<file path="src/rtl/cas_tone_gen.sv">
// ---------------------------------------------------------------------------
// cas_tone_gen
//
// Cassette FSK tone generator. Bytes arrive on a valid/ready stream, pass
// through a one-byte holding buffer and are sent as 10-bit frames
// (start 0, eight data bits LSB first, stop 1). A 0-bit is one cycle of
// the low tone and a 1-bit is two cycles of the high tone, both derived
// from the bit-phase counter. Leader and idle time are filled with 1-bits.
// Every bit starts low and ends high, so a falling edge always marks a
// bit boundary.
//
// Parameters:
//   BIT_LOG2     log2 of clocks per bit (>= 3)
//   LEADER_BITS  high-tone bits after motor-on before the first frame
//                (1..8191), only used when the leader is built
//
// Configuration macro:
//   CAS_TONE_GEN_LEADER_EN  defined   : motor-on emits LEADER_BITS leader bits
//                           undefined : motor-on goes straight to idle tone
//
// Ports:
//   clk         fast clock, all logic on posedge
//   nRST        asynchronous active-low reset
//   motor       tape running level, synchronous to clk
//   in_data     byte to send
//   in_valid    in_data valid
//   in_ready    holding buffer empty; accept on in_valid && in_ready
//   cas_out     registered FSK square wave
//   busy        a frame (start..stop) is being emitted
//   frame_done  one-cycle pulse at the end of each stop bit
// ---------------------------------------------------------------------------
module cas_tone_gen #(
  parameter int BIT_LOG2    = 10,
  parameter int LEADER_BITS = 16
) (
  input  logic       clk,
  input  logic       nRST,
  input  logic       motor,
  input  logic [7:0] in_data,
  input  logic       in_valid,
  output logic       in_ready,
  output logic       cas_out,
  output logic       busy,
  output logic       frame_done
);

  // Elaboration-time parameter sanity checks.
  if (BIT_LOG2 < 3) begin : g_bad_bit_log2
    $error("cas_tone_gen: BIT_LOG2 must be >= 3");
  end
  if (LEADER_BITS < 1 || LEADER_BITS > 8191) begin : g_bad_leader_bits
    $error("cas_tone_gen: LEADER_BITS must be in 1..8191");
  end

  typedef enum logic [1:0] {
    ST_OFF,
    ST_LEADER,
    ST_IDLE,
    ST_DATA
  } state_t;

  localparam logic [BIT_LOG2-1:0] PHASE_ONE = {{(BIT_LOG2-1){1'b0}}, 1'b1};

`ifdef CAS_TONE_GEN_LEADER_EN
  localparam state_t ON_STATE = ST_LEADER;
`else
  localparam state_t ON_STATE = ST_IDLE;
`endif

  state_t              state;
  state_t              state_next;
  logic [BIT_LOG2-1:0] phase;
  logic [BIT_LOG2-1:0] phase_next;
  logic                hold_valid;
  logic [7:0]          hold_data;
  logic [9:0]          shifter;
  logic [9:0]          shifter_next;
  logic [3:0]          bit_idx;
  logic [3:0]          bit_idx_next;
  logic                boundary;
  logic                accept;
  logic                load;
  logic                leader_last;
  logic                tone_bit;
  logic                tone;
  logic                cas_next;
  logic                done_next;

  assign boundary = (state != ST_OFF) && (phase == '1);
  assign accept   = in_valid && !hold_valid;

  // Leader bit counter; only the last leader boundary matters to the FSM.
`ifdef CAS_TONE_GEN_LEADER_EN
  logic [12:0] leader_cnt;

  always_ff @(posedge clk or negedge nRST) begin
    if (!nRST) begin
      leader_cnt <= '0;
    end else if (state == ST_OFF) begin
      leader_cnt <= '0;
    end else if (state == ST_LEADER && boundary) begin
      leader_cnt <= leader_cnt + 13'd1;
    end
  end

  assign leader_last = (leader_cnt == 13'(LEADER_BITS - 1));
`else
  assign leader_last = 1'b1;
`endif

  // State register.
  always_ff @(posedge clk or negedge nRST) begin
    if (!nRST) begin
      state <= ST_OFF;
    end else begin
      state <= state_next;
    end
  end

  // Next-state logic. Motor low wins over any boundary action; a load
  // happens only at a boundary with a byte already waiting.
  always_comb begin
    state_next = state;
    load       = 1'b0;
    case (state)
      ST_OFF: begin
        if (motor) state_next = ON_STATE;
      end
      ST_LEADER: begin
        if (!motor) begin
          state_next = ST_OFF;
        end else if (boundary && leader_last) begin
          if (hold_valid) begin
            load       = 1'b1;
            state_next = ST_DATA;
          end else begin
            state_next = ST_IDLE;
          end
        end
      end
      ST_IDLE: begin
        if (!motor) begin
          state_next = ST_OFF;
        end else if (boundary && hold_valid) begin
          load       = 1'b1;
          state_next = ST_DATA;
        end
      end
      ST_DATA: begin
        if (!motor) begin
          state_next = ST_OFF;
        end else if (boundary && bit_idx == 4'd9) begin
          if (hold_valid) begin
            load = 1'b1;
          end else begin
            state_next = ST_IDLE;
          end
        end
      end
      default: state_next = ST_OFF;
    endcase
  end

  // Datapath next values: phase runs only while the tape is on, the
  // shifter presents the current frame bit in bit 0.
  always_comb begin
    phase_next   = phase + PHASE_ONE;
    shifter_next = shifter;
    bit_idx_next = bit_idx;
    if (state == ST_OFF || state_next == ST_OFF) begin
      phase_next = '0;
    end
    if (load) begin
      shifter_next = {1'b1, hold_data, 1'b0};
      bit_idx_next = 4'd0;
    end else if (state == ST_DATA && boundary && motor) begin
      shifter_next = {1'b1, shifter[9:1]};
      bit_idx_next = bit_idx + 4'd1;
    end
  end

  // Datapath and registered outputs.
  always_ff @(posedge clk or negedge nRST) begin
    if (!nRST) begin
      phase      <= '0;
      hold_valid <= 1'b0;
      hold_data  <= '0;
      shifter    <= '0;
      bit_idx    <= '0;
      cas_out    <= 1'b0;
      frame_done <= 1'b0;
    end else begin
      phase      <= phase_next;
      shifter    <= shifter_next;
      bit_idx    <= bit_idx_next;
      cas_out    <= cas_next;
      frame_done <= done_next;
      if (accept) begin
        hold_valid <= 1'b1;
        hold_data  <= in_data;
      end else if (load) begin
        hold_valid <= 1'b0;
      end
    end
  end

  // Output logic. Leader and idle send 1-bits; the low tone uses the phase
  // MSB and the high tone the next bit down, so both end high.
  always_comb begin
    tone_bit  = (state == ST_DATA) ? shifter[0] : 1'b1;
    tone      = tone_bit ? phase[BIT_LOG2-2] : phase[BIT_LOG2-1];
    cas_next  = (state != ST_OFF) && motor && tone;
    done_next = (state == ST_DATA) && motor && boundary && (bit_idx == 4'd9);
    busy      = (state == ST_DATA);
    in_ready  = !hold_valid;
  end

endmodule
</file>
<file path="config.mk">
export PLATFORM = sky130hd
export DESIGN_NAME = cas_tone_gen
export DESIGN_NICKNAME = d
export VERILOG_FILES = /design/src/rtl/cas_tone_gen.sv
export SDC_FILE = /design/constraint.sdc
export NUM_CORES = 1
export LEC_CHECK = 0
export ABC_AREA = 1
export BUFFER_PORTS_ARGS = -buffer_cell sky130_fd_sc_hd__buf_2
export CAP_MARGIN = 40
export CORE_ASPECT_RATIO = 2
export CORE_MARGIN = 1
export CORE_UTILIZATION = 55
export DETAILED_ROUTE_END_ITERATION = 10
export GPL_ROUTABILITY_DRIVEN = 0
export PLACE_DENSITY = 0.77
export SLEW_MARGIN = 15
export SYNTH_ARGS = -nofsm -noshare
export SYNTH_HDL_FRONTEND = slang
export SYNTH_SLANG_ARGS = --single-unit
</file>
<file path="constraint.sdc">
create_clock -name clk -period 2.1 [get_ports clk]
set_input_delay 0.105 -clock clk [delete_from_list [all_inputs] [get_ports clk]]
set_output_delay 0.105 -clock clk [all_outputs]
set_load 0.005 [all_outputs]
</file>
Yosys cells after proc, flatten, opt, wreduce, memory -nomap -nowiden
Cells that the tools add are included.
{ "op_classes": {"add_sub_neg": 2, "eq_ne": 5, "mux": 27, "n_reduce_logical": 18} }
{ "ops": {"columns": ["op", "count"], "rows": [
  ["two-way mux 10 bit", 3],
  ["two-way mux 2 bit", 8],
  ["two-way mux 1 bit", 12],
  ["logical AND 1 bit", 11],
  ["adder 10 x 1 -> 10 bit (second input constant)", 1],
  ["equality test 10 bit (second input constant)", 1],
  ["two-way mux 4 bit", 2],
  ["case mux 2 bit (4 select lines)", 1],
  ["nonzero test 2 bit", 3],
  ["adder 4 x 1 -> 4 bit (second input constant)", 1],
  ["equality test 2 bit (second input constant)", 2],
  ["equality test 4 bit (second input constant)", 1],
  ["logical NOT 2 bit", 2],
  ["case mux 1 bit (3 select lines)", 1],
  ["equality test 2 x 1 -> 1 bit (second input constant)", 1],
  ["logical NOT 1 bit", 1],
  ["logical OR 1 bit", 1]
]} }
{ "totals": {"reg_bits": 37, "input_bits": 12, "output_inout_bits": 4, "word_cells": 60} }

Logic depth before layout (Yosys ltp)
{ "depth": {"depth_word": 9, "depth_mapped": 10, "mapped_depth_nobuf": 9} }

Worst setup path before layout
OpenSTA, ideal clock, no wires.
{ "synth_timing": {"kind": "register to register", "start": "register phase[0]", "end": "register shifter[4]", "setup_time_ps": 117, "t_arrival_ps": 1416, "required_ps": 1983, "path_slack_ps": 567, "stages_incl_launch_ff": 10, "path_buffers": 1, "period_less_slack_ps": 1533, "path_cell_list": "dfrtp_1 ha_1 nand2_1 nor2_4 nand4_4 nor2_2 nand2_1 buf_6 nor2_1 nor2_1"} }
{ "synth_via": {"elab_chain_len": 7, "word_cells_on_any_way": 15, "cone_classes": "eq/ne: 1; mux: 8; reduce/logical: 6"} }
{ "synth_lines": {"columns": ["item", "line", "text"], "rows": [
  ["start, declared", "72", "logic [BIT_LOG2-1:0] phase;"],
  ["start signal, assigned", "193", "phase <= phase_next;"],
  ["equality test 10 bit (*)", "89", "assign boundary = (state != ST_OFF) && (phase == '1);"],
  ["logical AND 1 bit (*)", "89", null],
  ["logical AND 1 bit (on tied branches)", "152, 144", null],
  ["two-way mux 1 bit (on tied branches)", "152, 144", null],
  ["two-way mux 1 bit (on tied branches)", "150, 142", null],
  ["case mux 1 bit (3 select lines)", "125", "case (state)"],
  ["two-way mux 10 bit / nonzero test 2 bit (equally long branches)", null, null],
  ["end signal, assigned", "194", "shifter <= shifter_next;"],
  ["end, declared", "76", "logic [9:0] shifter;"]
]} }
Mark *: on every way between the ends. The rest lies on a longest branch, timed or not.
A chain may end at the register's enable or synchronous reset.

Worst setup path after layout
{ "layout_timing": {"start": "register phase[0]", "end": "register shifter[5]"} }
Same word-level chain as after synthesis.

==> reports/results.txt <==
Setup violations, final = 0
insertion delay to the later sink of the worst-skew pair = 290 ps
Min-Delay Path Class = in2reg
largest net degree at the start of global routing = 38
number of cell rows = 29
first-pass GRT wire length = 5.595 mm
fin crit share = 0.8493
nets = 240
Chip Width = 42.61 um
total power = 0.001435 W
post-synth top area share = 0.5103
placed cell area = 1897 um^2
Required @ worst endpoint = 2280 ps
vias in the first global route = 1,323
diodes inserted = 0
actual slew at the worst max-slew pin = 422.9 ps
Yosys top cell by area = dfrtp_1
# clock sinks = 37
CP Class = reg2reg
startpoint types = register
LEAKAGE = 1.115 nW
Longest Clk Path Bufs = 2
Pre-antenna DRT Iters = 4
Max Fclk = 560.7 MHz
Mapped Avg Cell Area = 8.850 um^2
slew margin rel. = 0.7174
clk_skew = 7.250 ps
core box area = 3157 um^2
share of cells above drive strength 1 = 0.1814
Final Hold Fails = 0
Starting Density = 0.5747
PD cells = 699.8 nW/um^2
Syn. warnings = 0
# IOs = 16
Detailed Route WL = 3.072 mm
xor/xnor share of the synthesized area = 0.01931
gr usage total = 0.2093
DIE AREA = 3546 um^2
worst stage delay on the critical path = 380 ps
shortest period the worst path allows = 1784 ps
max cap viols = 0
port buffer count = 15
HPWL Detailed = 2.230 mm
CP arrival = 1970 ps
Root Buffer = clkbuf_8
via count = 1,332
remaining global-route overflow = 0
Seq/Total Area, Yosys = 0.5103
unrepaired setup endpoints after global routing = no
Post-Synth Simple-Gate Area = 0.3021
Die Height = 83.22 um
Synth Area in Adders = 0.02069
htree depth = 2
slowest cell on the critical path = dfrtp_1
worst vdd ir = 572.6 uV
setup TNS = 0 ps
Setup crit end kind = register
Vias/cell = 5.183
clock slew at reported path FFs = 70 ps
CTS Hold Buffers Added = 1
CTS resizes = 0
Compound-Gate Fraction of Synth Area = 0.03724
Final Cell Area = 2051 um^2
Area Growth Syn to Fin = 13.03%
DR iter-0 viols = 16
status = completed
postcts setup bufs = 0
number of CTS-inserted buffers = 5
FF+latch count, synth = 37
Post-Syn Area = 1814 um^2
synth unique cells = 27
Hold Slack = 36.24 ps
Synth Net Count = 220
CTS tree = built
initial antenna violation count = 0
Synth area leaders = dfrtp_1 (51%), nand2_1 (9.5%), nor2_1 (9.3%), mux2_2 (5.0%), inv_1 (4.3%)
drt drc = 0
Post-Syn Instances = 205
Max Slew Vio Count = 0
mux cell area share after synthesis = 0.04966
routed length per placed instance = 11.95 um
CP Cell Sequence = ha_1, nand2_1, nor2_4, nand4_4, nor2_2, nand2_1, nor2_1, nor2_1
post-route ant nets = 0
main combinational cell family by area after synthesis = simple AND/OR/NAND/NOR gates
worst-path fanout max = 13
==> critical path: cells and delay by family (launching register included) <==
family / cells / cell delay (ps)
and+or+nand+nor: 7 / 1120
DFF: 1 / 380
adders and majority gates: 1 / 170
==> power breakdown <==
part	total [W]	internal [W]	switching [W]	leakage [nW]
Sequential	0.000744	0.000733	0.0000118	0.487
Clock	0.000627	0.000387	0.000240	0.0585
Combinational	0.0000640	0.0000297	0.0000343	0.570
==> through the flow <==
step / utilization / instances / worst slack [ps]
6_report: 0.6496 / 257 / 316.5
5_1_grt: 0.6496 / 257 / 120.0
4_1_cts: 0.6409 / 256 / 287.6
3_5_place_dp: 0.6009 / 247 / 295.0
3_3_place_gp: 0.6009 / 247 / 390.1
2_1_floorplan: - / 205 / 566.9
==> logic make-up (layout without fill, tap and decap cells) <==
group / Yosys count / count (layout)
AO/OA/AOI/OAI: 13 / 13
XOR/XNOR: 4 / 4
adder cells (fa/ha/maj): 3 / 3
buffers and inverters: 25 / 46
flip-flops: 37 / 37
multiplexers: 8 / 8
AND/OR/NAND/NOR: 115 / 115
==> cell type report <==
type,count,area (um^2)
Fill cell,274,1106
Timing Repair Buffer,17,112.6
Multi-Input combinational cell,143,778.2
Inverter,21,78.83
Tap cell,31,38.79
Clock buffer,7,86.33
Clock inverter,1,30.03
Sequential cell,37,925.9
==> flip-flops by register name, summed over array words and instances (netlist names) <==
signal      count
shifter        10
phase          10
hold_valid      1
bit_idx         4
state           2
hold_data       8
cas_out         1
frame_done      1
==> worst paths after layout <==
kind                            start  slack, ps  depth (start not counted)           end
max                          phase[0]        320                          8    shifter[5]
max in group asynchronous        nRST       1390                          3  hold_data[1]
min reg2reg                shifter[9]        470                          2    shifter[9]
min in group asynchronous        nRST        270                          2    frame_done
min                          in_valid         40                          3    hold_valid
max reg2reg                  phase[0]        320                          8    shifter[5]
==> cells in the mapped netlist (all sizes together) <==
master	number
nand3	7
mux2	8
o21ai	7
buf	3
ha	3
dfrtp	37
nand4	4
inv	21
xor2	4
nor3	7
nand2	47
o21a	1
clkbuf	1
a21oi	5
nor2	49
and3	1
==> cells in the final DEF, fill, tap and decap left out <==
cell and count:
a21oi_1 5, and3_1 1, buf_16 1, buf_2 15, bufinv_16 1, clkbuf_1 1
clkbuf_8 6, dfrtp_1 37, dlygate4sd3_1 1, ha_1 3, inv_1 21, mux2_2 8
nand2_1 46, nand2_2 1, nand3_1 6, nand3_4 1, nand4_1 2, nand4_2 1
nand4_4 1, nor2_1 45, nor2_2 1, nor2_4 2, nor2_8 1, nor3_1 5
nor3_2 1, nor3_4 1, o21a_1 1, o21ai_0 4, o21ai_1 3, xor2_1 4
==> per-layer routing <==
metal,part of all wire,vias to the layer above,global-route usage
met5,0,-,0
li1,-,679,-
met2,0.56,16,0.3762
met3,0.020,7,0.03261
met4,0.032,0,0.1307
met1,0.39,630,0.2126
No activity file was read; power rests on OpenSTA's default activity.
